===== config.mk =====
export PLATFORM = sky130hd
export DESIGN_NAME = gathering_buffer
export DESIGN_NICKNAME = d
export VERILOG_FILES = /design/src/rtl/mac8_pkg.sv /design/src/rtl/gb_lane_reg.sv /design/src/rtl/gathering_buffer.sv
export SDC_FILE = /design/constraint.sdc
export NUM_CORES = 1
export LEC_CHECK = 0
export BUFFER_PORTS_ARGS = -buffer_cell sky130_fd_sc_hd__buf_4
export CAP_MARGIN = 10
export CELL_PAD_IN_SITES_DETAIL_PLACEMENT = 0
export CELL_PAD_IN_SITES_GLOBAL_PLACEMENT = 2
export CORE_AREA = 4 4 200 153
export DETAILED_ROUTE_END_ITERATION = 16
export DIE_AREA = 0 0 204 157
export PLACE_DENSITY_LB_ADDON = 0.2
export SLEW_MARGIN = 20
export SYNTH_ARGS = -nofsm -noshare
export SYNTH_HDL_FRONTEND = slang
export SYNTH_SLANG_ARGS = --single-unit
export TNS_END_PERCENT = 20

===== constraint.sdc =====
create_clock -name clk -period 1.7 [get_ports clk]
set_clock_uncertainty 0.05 [all_clocks]
set_input_delay 0.17 -clock clk [delete_from_list [all_inputs] [get_ports clk]]
set_output_delay 0.17 -clock clk [all_outputs]
set_load 0.01 [all_outputs]

===== src/rtl/mac8_pkg.sv =====
// Shared constants and FSM state type for the MAC8 result path.
// Lane count is a power of two so the fill index fits in $clog2(LANES) bits.
package mac8_pkg;

    localparam int unsigned DATA_W = 19;
    localparam int unsigned ADDR_W = 6;
    localparam int unsigned LANES  = 8;

    typedef enum logic {
        FILL = 1'b0,
        FULL = 1'b1
    } gb_state_e;

endpackage


===== src/rtl/gb_lane_reg.sv =====
// One gathering lane: a W-bit register with write-enable and synchronous clear.
// A write beats a clear in the same cycle, so the consumer can release the group and load lane 0 at once.
module gb_lane_reg #(
    parameter int unsigned W = 25
) (
    input  logic         clk,
    input  logic         rst,
    input  logic         we_i,
    input  logic         clr_i,
    input  logic [W-1:0] d_i,
    output logic [W-1:0] q_o
);

    logic [W-1:0] q_q;

    always_ff @(posedge clk) begin
        if (rst) begin
            q_q <= '0;
        end else if (we_i) begin
            q_q <= d_i;
        end else if (clr_i) begin
            q_q <= '0;
        end
    end

    assign q_o = q_q;

endmodule


===== src/rtl/gathering_buffer.sv =====
// Gathers (addr, data) words from a valid/ready stream into a LANES-wide bank with a valid mask.
// A held group accepts a new word in the same cycle it is released, so full-rate streams never stall.
module gathering_buffer #(
    parameter int unsigned DATA_W = mac8_pkg::DATA_W,
    parameter int unsigned ADDR_W = mac8_pkg::ADDR_W,
    parameter int unsigned LANES  = mac8_pkg::LANES
) (
    input  logic                         clk,
    input  logic                         rst,
    input  logic                         in_valid,
    output logic                         in_ready,
    input  logic [ADDR_W-1:0]            in_addr,
    input  logic [DATA_W-1:0]            in_data,
    input  logic                         flush,
    output logic                         out_valid,
    input  logic                         out_ready,
    output logic [LANES*DATA_W-1:0]      out_data,
    output logic [LANES*ADDR_W-1:0]      out_addr,
    output logic [LANES-1:0]             out_mask,
    output logic [$clog2(LANES):0]       fill_count
);

    import mac8_pkg::*;

    localparam int unsigned LW    = DATA_W + ADDR_W;
    localparam int unsigned IDX_W = $clog2(LANES);
    localparam int unsigned CNT_W = IDX_W + 1;

    gb_state_e          state_q;
    logic [CNT_W-1:0]   fill_count_q;
    logic [LANES-1:0]   mask_q;

    logic               accept;
    logic               release_grp;
    logic [IDX_W-1:0]   fill_idx;
    logic [LANES-1:0]   lane_we;
    logic [LW-1:0]      lane_q [LANES];

    assign in_ready    = (state_q == FULL) ? out_ready : 1'b1;
    assign accept      = in_valid && in_ready;
    assign release_grp = (state_q == FULL) && out_ready;
    assign fill_idx    = fill_count_q[IDX_W-1:0];

    // In FULL the only writable lane is 0: the word that starts the next group.
    always_comb begin
        lane_we = '0;
        if (accept) begin
            if (state_q == FULL) begin
                lane_we[0] = 1'b1;
            end else begin
                lane_we[fill_idx] = 1'b1;
            end
        end
    end

    for (genvar k = 0; k < LANES; k++) begin : g_lane
        gb_lane_reg #(
            .W(LW)
        ) u_lane (
            .clk   (clk),
            .rst   (rst),
            .we_i  (lane_we[k]),
            .clr_i (release_grp),
            .d_i   ({in_addr, in_data}),
            .q_o   (lane_q[k])
        );

        assign out_data[k*DATA_W +: DATA_W] = lane_q[k][DATA_W-1:0];
        assign out_addr[k*ADDR_W +: ADDR_W] = lane_q[k][LW-1:DATA_W];
    end

    always_ff @(posedge clk) begin
        if (rst) begin
            state_q      <= FILL;
            fill_count_q <= '0;
            mask_q       <= '0;
        end else begin
            case (state_q)
                FILL: begin
                    if (accept) begin
                        mask_q[fill_idx] <= 1'b1;
                        fill_count_q     <= fill_count_q + CNT_W'(1);
                    end
                    // A flush coinciding with an accept still closes the group, even from empty.
                    if ((accept && (fill_count_q == CNT_W'(LANES - 1) || flush)) ||
                        (flush && fill_count_q != '0)) begin
                        state_q <= FULL;
                    end
                end
                FULL: begin
                    if (out_ready) begin
                        state_q      <= FILL;
                        mask_q       <= in_valid ? LANES'(1) : '0;
                        fill_count_q <= in_valid ? CNT_W'(1) : '0;
                    end
                end
                default: state_q <= FILL;
            endcase
        end
    end

    assign out_valid  = (state_q == FULL);
    assign out_mask   = mask_q;
    assign fill_count = fill_count_q;

endmodule


==> results.toml, run 1 <==
[yosys]
synth_cell_types = 39
ys_ff_latch = 213
synthCells = 989
synth_flop_cell = "dfxtp_1"
syn_area_sq_um = 8480
avgSynthCellArea_sq_um = 8.57
syn_nets = 1021
yosysWarnings = 0
synth-edff-count = 0
ys_seq_area_share_pct = 50.3
synth_async_sr_flop_share_pct = 0

[worst_setup_path]
worstPathRequired_ns = 1.48
critPathMostFrequentCell = "buf_4"
cp.depth = 3
crit_fanout = 7
cp_slowest_stage_delay_ns = 0.40
crit_path_start = "out_valid$_SDFF_PP0_"
cp.arrival_ns = 1.35
slowest_stage = "dfxtp_2"
reg2reg_slack_ns = 0.16
startpoint_type = "register"
crit_buf_inv = 2
path_class = "register to output pin"
r2r_cells = 6
cp-end-kind = "output pin"
cpLargestDelayFamily = "flip-flops"
cp-endpoint = "in_ready"
rr_endpoint = "g_lane[0].u_lane.q_o[17]$_SDFFE_PP0P_"
path_cells = "buf_4 > nand2b_2 > buf_4"
r2r-start = "out_valid$_SDFF_PP0_"

[cts]
clkSinkCount = 213
path_clk_slew_ns = 0.06
post_cts_buffers = 0
cts_buffer_depth = 3
clkLatencyLatePin_ns = 0.50
htree_levels = 1
tritoncts = "yes"
cts-root-buf = "clkbuf_16"
cts_buffers = 23

[power_and_ir_drop]
switching_share_pct = 24.9
cell_internal_pwr_mw = 8.18
p_leak_nw = 4.64
p_comb_share_pct = 10.0
p_per_area_nw_per_um2 = 935
p_seq_share_pct = 47.4
power.switching_mw = 2.71
ir_drop_mv = 0.573
power.total_mw = 10.9
clockPowerShare_pct = 42.6

[floorplan]
ioPinCount = 244
dieHeight_um = 157
die_w_um = 204
rows = 54
core_sq_um = 28700
initial_core_util_pct = 29.5
dieArea_sq_um = 32000

[finish]
regArea_sq_um = 4270
nFillCells = 2982
diodes = 0
area_growth_pct = 37.3
multi_input_area_sq_um = 3550
final_util_pct = 40.5
final_common_cell = "buf_4"
finalNetCount = 1246
mostFrequentLayoutCells = "buf_4, dfxtp_1, nand2_1"
drive_gt1_share_pct = 30.0
fin_area_sq_um = 11600

[hold_path]
whs_path_depth = 3
hold_path.class = "input port to register"

[timing]
fin_crit_ns = 1.57
finalCritPeriodShare_pct = 92.6
rsz0062_at_grt = "false"
drv_slew = 0
clock.fmax_mhz = 635
maxSlewHeadroom_pct = 63.3
tightest_slew_ns = 0.551
hold_violations = 0
setup_viol = 0

[detailed_routing]
wire_per_inst_um = 19.3
viasPerCell = 4.72
wl_mm = 31.3
drt_iter0_markers = 440
drc = 0
ant_nets = 0
firstDrtPassIters = 4
vias = 7643

[outcome]
status = "complete, no violations"

[global_route]
antenna_found_initial = 0
grt_use_total_pct = 18.4
grt_overflow = 0
grt_pass1_vias = 7397
grt_max_degree = 53
grt_pass1_wl_mm = 46.6

[place]
dp_hpwl_mm = 20.9
portBuffers = 243
place_area_sq_um = 10700
gp_routability_congestion = 0.738

[flow_run]
maxCapViolations = 0
[registers in the layout (all words and copies together), names as in the netlist]
name	flops
g_lane.u_lane.q_o	200
fill_count	4
out_mask	8
out_valid	1
[tightest hold or removal path: stages]
cell      delay [ns]
buf_4           0.10
nand2b_2        0.17
a21oi_1         0.08
[cells by family (layout without fill, tap and decap cells)]
| group | after synthesis | in the layout | share of synthesized area (%) |
|---|---|---|---|
| AND/OR/NAND/NOR | 440 | 440 | 26.1 |
| adder cells (fa/ha/maj) | 2 | 2 | 0.295 |
| AO/OA/AOI/OAI | 194 | 194 | 12.1 |
| multiplexers | 26 | 26 | 3.13 |
| buffers and inverters | 114 | 353 | 8.11 |
| flip-flops | 213 | 213 | 50.3 |
[cells in the mapped netlist (2+ instances only)]
cell        n  area (sq um)
nand3_4     2          35.0
ha_1        2          25.0
buf_2      29           145
buf_4      18           135
a21oi_2    10          87.6
buf_8       3          45.0
and2b_1     3          22.5
clkbuf_1   45           169
and2_1     28           175
o21ai_0     3          15.0
nand2_1   186           698
buf_6      15           169
nor2_1     29           109
a21oi_1   176           881
inv_1       2          7.51
mux2i_1    25           250
dfxtp_1   213          4260
nor3_4      4          65.1
nand2_4     2          22.5
nand3_2    23           230
nand3_1   153           766
[stage by stage]
step                      setup WS (ns)  TNS, ns  hold WS [ns]  instances
after floorplan                   0.164        0         0.337        989
after global placement           0.0234        0         0.393       1554
after detailed placement        -0.0332   -0.646         0.398       1554
after CTS                        0.0333        0        0.0469       1620
after global routing             0.0191        0        0.0286       1620
final                             0.126        0       0.00712       1620
[cell type report]
cell class,instances,area share (%)
clock buffer,36,5.62
clock inverter,3,0.150
inverter,2,0.0645
multi-input combinational,662,30.5
sequential,213,36.7
tap,392,4.21
timing repair buffer,312,22.8
[how the worst min path moves through the flow]
stage / startpoint / endpoint / slack (ns)
3_3_place_gp: out_mask[4]$_SDFFE_PP0P_ / out_mask[4]$_SDFFE_PP0P_ / 0.39
3_5_place_dp: out_mask[4]$_SDFFE_PP0P_ / out_mask[4]$_SDFFE_PP0P_ / 0.40
5_1_grt: out_ready / fill_count[2]$_SDFFE_PP0P_ / 0.03
6_report: out_ready / out_valid$_SDFF_PP0_ / 0.007
2_1_floorplan: flush / out_valid$_SDFF_PP0_ / 0.34
4_1_cts: out_ready / out_valid$_SDFF_PP0_ / 0.05
[timing repair]
| item | CTS | global route |
|---|---|---|
| hold buffers | 27 | 0 |
| gates resized for setup | 2 | 4 |
| hold endpoints to repair | 199 | 0 |
| setup endpoints to repair | 43 | 69 |
[power groups by stage]
stage	logic, mW	registers [mW]	clock network (mW)
floorplan	0.547	5.30	0
global placement	1.05	5.28	0
detailed placement	1.05	5.28	0
CTS	1.11	5.17	4.78
global route	1.18	5.18	4.96
finish	1.09	5.17	4.64
[per-layer routing]
metal | part of all wire [%] | vias to the layer above | global-route usage (%)
met3 | 7.0 | 33 | 4.10
met2 | 44 | 224 | 28.6
li1 | - | 3775 | -
met4 | 2.0 | 0 | 3.70
met5 | 0 | - | 0
met1 | 47 | 3611 | 26.6
(Power assumes the default switching activity.)
==> run 2, diff against run 1 <==
--- a/config.mk
+++ b/config.mk
@@ -9,9 +9,10 @@
 export CAP_MARGIN = 10
 export CELL_PAD_IN_SITES_DETAIL_PLACEMENT = 0
 export CELL_PAD_IN_SITES_GLOBAL_PLACEMENT = 2
-export CORE_AREA = 4 4 200 153
+export CORE_AREA = 4 4 196 151
+export CTS_BUF_LIST = sky130_fd_sc_hd__clkbuf_2 sky130_fd_sc_hd__clkbuf_4 sky130_fd_sc_hd__clkbuf_8
 export DETAILED_ROUTE_END_ITERATION = 16
-export DIE_AREA = 0 0 204 157
+export DIE_AREA = 0 0 200 155
 export PLACE_DENSITY_LB_ADDON = 0.2
 export SLEW_MARGIN = 20
 export SYNTH_ARGS = -nofsm -noshare
==> results.toml, run 2 (synthesis gave the netlist of run 1 again) <==
[timing]
rsz0062_at_grt = "false"
drv_slew = 0
finalCritPeriodShare_pct = 94.2
hold_violations = 0
clock.fmax_mhz = 625
fin_crit_ns = 1.60
tightest_slew_ns = 0.429
setup_viol = 0
maxSlewHeadroom_pct = 70.6

[cts]
path_clk_slew_ns = 0.06
cts_buffers = 38
cts-root-buf = "clkbuf_8"
clkLatencyLatePin_ns = 0.52
post_cts_buffers = 0
cts_buffer_depth = 3
clkSinkCount = 213
htree_levels = 2
tritoncts = "yes"

[place]
dp_hpwl_mm = 20.8
place_area_sq_um = 10700
portBuffers = 243
gp_routability_congestion = 0.784

[global_route]
grt_max_degree = 43
grt_use_total_pct = 19.5
grt_pass1_vias = 7535
grt_overflow = 0
antenna_found_initial = 0
grt_pass1_wl_mm = 47.1

[finish]
final_common_cell = "buf_4"
finalNetCount = 1265
drive_gt1_share_pct = 32.3
largest_reg_flops = 200
area_growth_pct = 38.9
fin_area_sq_um = 11800
mostFrequentLayoutCells = "buf_4, dfxtp_1, nand2_1"
diodes = 0
nFillCells = 2794

[worst_setup_path]
r2r-start = "out_valid$_SDFF_PP0_"
worstPathRequired_ns = 2.04
r2r_cells = 7
reg2reg_slack_ns = 0.1
crit_fanout = 13
cp.arrival_ns = 1.94
cp_slowest_stage_delay_ns = 0.36
cp-endpoint = "g_lane[0].u_lane.q_o[1]$_SDFFE_PP0P_"
slowest_stage = "dfxtp_1"
rr_endpoint = "g_lane[0].u_lane.q_o[1]$_SDFFE_PP0P_"
path_cells = "buf_4 > nor4_2 > buf_4 > o21ai_4 > clkbuf_16 > mux2i_1 > nor2_1"
critPathMostFrequentCell = "buf_4"
startpoint_type = "register"
crit_path_start = "out_valid$_SDFF_PP0_"
path_class = "register to register"
cp-end-kind = "register"

[power_and_ir_drop]
ir_drop_mv = 0.438
p_per_area_nw_per_um2 = 961
power.total_mw = 11.3
p_leak_nw = 4.76

[floorplan]
initial_core_util_pct = 30.7
ioPinCount = 244
dieArea_sq_um = 31000
dieHeight_um = 155
core_sq_um = 27700
rows = 53
die_w_um = 200

[detailed_routing]
wire_per_inst_um = 19.6
ant_nets = 0
vias = 7778
viasPerCell = 4.82
wl_mm = 31.6
drt_iter0_markers = 406
dr_wl_met3_mm = 2.63
wl_met1_mm = 14.3
top_layer = "met4"
firstDrtPassIters = 4
met2_length_mm = 14.3
drc = 0

[hold_path]
hold_path.class = "input port to register"

[flow_run]
maxCapViolations = 0

[outcome]
status = "complete, no violations"
run 2: power by group:
part / internal [mW] / leakage (nW) / switching (mW) / total, mW
clock: 2.91 / 0.416 / 2.11 / 5.02
combinational: 0.483 / 2.62 / 0.657 / 1.14
sequential: 5.10 / 1.72 / 0.0663 / 5.16
run 2: timing repair:
| item | in CTS | in global routing |
|---|---|---|
| hold endpoints to repair | 202 | 1 |
| pin swaps | 0 | 0 |
| resized for setup | 1 | 5 |
| cloned | 0 | 1 |
| hold buffers | 27 | 1 |
| setup endpoints to repair | 1 | 77 |
run 2: area by class of cell:
cell class              instances  area, sq um  area share, %
inverters                       2         7.51         0.0637
repair buffers                316         2710           23.0
well taps                     357          447           3.79
clock buffers                  60          744           6.32
flip-flops and latches        213         4270           36.2
clock inverters                 3         42.5          0.361
multi-input cells             662         3560           30.2
run 2: how the worst min path moves through the flow:
stage	start	to	slack, ns	cells past startpoint
5_1_grt	in_valid	fill_count[0]$_SDFFE_PP0P_	0.12	4
4_1_cts	out_ready	g_lane[2].u_lane.q_o[13]$_SDFFE_PP0P_	0.03	4
6_report	in_valid	fill_count[0]$_SDFFE_PP0P_	0.12	4
3_5_place_dp	out_mask[4]$_SDFFE_PP0P_	out_mask[4]$_SDFFE_PP0P_	0.40	2
2_1_floorplan	flush	out_valid$_SDFF_PP0_	0.34	2
3_3_place_gp	out_mask[5]$_SDFFE_PP0P_	out_mask[5]$_SDFFE_PP0P_	0.39	2
run 2: routing by layer:
layer / global-route usage, % / vias up
met1: 27.1 / 3705
met3: 6.11 / 34
li1: - / 3811
met4: 3.98 / 0
met5: 0 / -
met2: 29.8 / 228
run 2: through the flow:
stage | setup TNS, ns | worst slack, ns | hold slack, ns | instances | util [%]
4_1_cts | 0 | 0.0338 | 0.0257 | 1611 | 42.4
3_5_place_dp | 0 | 0.0156 | 0.405 | 1521 | 38.6
5_1_grt | 0 | 0.0118 | 0.117 | 1613 | 42.6
2_1_floorplan | 0 | 0.164 | 0.337 | 989 | -
6_report | 0 | 0.0991 | 0.124 | 1613 | 42.6
3_3_place_gp | -0.0279 | -0.0279 | 0.395 | 1521 | 38.6
run 2: worst max-delay path: cells and delay by family, from the launching register on:
kind / cells / cell delay, ns
simple gates: 2 / 0.11
mux: 1 / 0.20
flops: 1 / 0.36
compound gates: 1 / 0.17
buf+inv: 3 / 0.59
==> run 3, diff against run 2 <==
--- a/config.mk
+++ b/config.mk
@@ -11,9 +11,10 @@
 export CELL_PAD_IN_SITES_GLOBAL_PLACEMENT = 2
 export CORE_AREA = 4 4 196 151
 export CTS_BUF_LIST = sky130_fd_sc_hd__clkbuf_2 sky130_fd_sc_hd__clkbuf_4 sky130_fd_sc_hd__clkbuf_8
+export CTS_CLUSTER_DIAMETER = 200
 export DETAILED_ROUTE_END_ITERATION = 16
 export DIE_AREA = 0 0 200 155
-export PLACE_DENSITY_LB_ADDON = 0.2
+export PLACE_DENSITY_LB_ADDON = 0.1
 export SLEW_MARGIN = 20
 export SYNTH_ARGS = -nofsm -noshare
 export SYNTH_HDL_FRONTEND = slang
==> results.toml, run 3 (synthesis gave the netlist of run 1 again) <==
[outcome]
status = "complete, no violations"

[worst_setup_path]
cp-end-kind = "output pin"
cp.arrival_ns = 1.37
worstPathRequired_ns = 1.48
r2r_cells = 7
startpoint_type = "register"
r2r-start = "out_valid$_SDFF_PP0_"
reg2reg_slack_ns = 0.14
rr_endpoint = "g_lane[0].u_lane.q_o[14]$_SDFFE_PP0P_"
path_class = "register to output pin"
crit_fanout = 6

[timing]
clock.fmax_mhz = 628
tns_ns = 0
setup_viol = 0
rsz0062_at_grt = "false"
drv_slew = 0
fin_crit_ns = 1.59
hold_violations = 0
tightest_slew_ns = 0.418
maxSlewHeadroom_pct = 72.2
finalCritPeriodShare_pct = 93.6

[finish]
nFillCells = 2853
fin_cells = 1608
mostFrequentLayoutCells = "buf_4, dfxtp_1, nand2_1"
final_common_cell = "buf_4"
largest_reg_flops = 200
fin_area_sq_um = 11700
diodes = 0
area_growth_pct = 37.9
drive_gt1_share_pct = 31.9
finalNetCount = 1261

[cts]
path_clk_slew_ns = 0.06
cts_buffers = 38
cts-root-buf = "clkbuf_8"
tritoncts = "yes"
clkSinkCount = 213
cts_buffer_depth = 3
htree_levels = 2
post_cts_buffers = 0
clkLatencyLatePin_ns = 0.51

[hold_path]
min_from = "out_ready"
hold_path.class = "input port to register"
whs_path_depth = 3
hold_path_end = "out_valid$_SDFF_PP0_"

[floorplan]
dieHeight_um = 155
core_sq_um = 27700
ioPinCount = 244
rows = 53
die_w_um = 200
dieArea_sq_um = 31000
initial_core_util_pct = 30.7

[place]
dp.cells = 1518
dp_hpwl_mm = 20.5
place_area_sq_um = 10700
gp_routability_congestion = 0.751
portBuffers = 243

[detailed_routing]
drc = 0
viasPerCell = 4.80
ant_nets = 0
vias = 7714
drt_iter0_markers = 365
wire_per_inst_um = 19.6
firstDrtPassIters = 4
wl_mm = 31.5

[power_and_ir_drop]
ir_drop_mv = 0.514
p_per_area_nw_per_um2 = 949
p_leak_nw = 4.72

[global_route]
antenna_found_initial = 0
grt_pass1_vias = 7590
grt_max_degree = 48
grt_pass1_wl_mm = 47.1
grt_overflow = 0
grt_use_total_pct = 19.4

[flow_run]
maxCapViolations = 0
==> run 3: cell types whose count changed in the layout (fill, tap and decap cells not counted) <==
cell / previous run / this run
nand2b_2: 1 / 0
clkbuf_16: 1 / 0
clkinv_2: 1 / 2
nor4_1: 0 / 1
clkbuf_4: 13 / 12
buf_4: 266 / 263
nor4_2: 1 / 0
nand2b_1: 0 / 1
bufinv_16: 1 / 0
==> run 3: routing by layer <==
layer / GRT usage (%) / vias to the layer above / wire (um)
li1: - / 3805 / -
met4: 4.27 / 0 / 365
met5: 0 / - / 0
met1: 26.9 / 3668 / 14500
met3: 5.30 / 34 / 2410
met2: 30.3 / 207 / 14200
==> run 3: area by class of cell <==
class	instances	area, sq um	area share (%)
Sequential cell	213	4270	36.5
Multi-Input combinational cell	662	3550	30.4
Timing Repair Buffer	312	2670	22.8
Clock buffer	59	737	6.30
Tap cell	357	447	3.82
Clock inverter	3	17.5	0.150
Inverter	2	7.51	0.0642
==> run 3: per-stage QoR <==
step	hold slack [ns]	worst slack [ns]	power (mW)	utilization, %
final	0.0573	0.108	11.1	42.3
after global routing	0.0553	0.0196	11.6	42.3
after CTS	0.0233	0.0457	11.3	42.3
after detailed placement	0.398	0.0558	6.34	38.5
after global placement	0.394	0.0497	6.34	38.5
after floorplan	0.337	0.164	5.85	-
==> run 3: worst max path at each step <==
stage	slack, ns	to	start
after floorplan	0.16	g_lane[1].u_lane.q_o[15]$_SDFFE_PP0P_	fill_count[1]$_SDFFE_PP0P_
after global placement	0.05	out_valid$_SDFF_PP0_	fill_count[1]$_SDFFE_PP0P_
after detailed placement	0.06	g_lane[0].u_lane.q_o[14]$_SDFFE_PP0P_	out_valid$_SDFF_PP0_
after CTS	0.05	out_valid$_SDFF_PP0_	fill_count[1]$_SDFFE_PP0P_
after global routing	0.02	g_lane[0].u_lane.q_o[4]$_SDFFE_PP0P_	out_valid$_SDFF_PP0_
final	0.11	in_ready	out_valid$_SDFF_PP0_
==> run 3: critical path, cell delays in order, from the launching register on <==
cell	delay (ns)
dfxtp_2	0.38
buf_4	0.16
nand2b_1	0.13
buf_4	0.19
==> run 3: repair_timing <==
action,4_1_cts,5_1_grt
hold buffers,28,0
resized for setup,1,3
endpoints found under the hold margin,202,0
endpoints found under the setup margin,1,58
==> run 3: power breakdown <==
part           switching (mW)  internal, mW  leakage [nW]
clock                    2.10          2.73         0.401
combinational           0.637         0.467          2.59
sequential             0.0661          5.10          1.72
total                    2.80          8.30          4.72
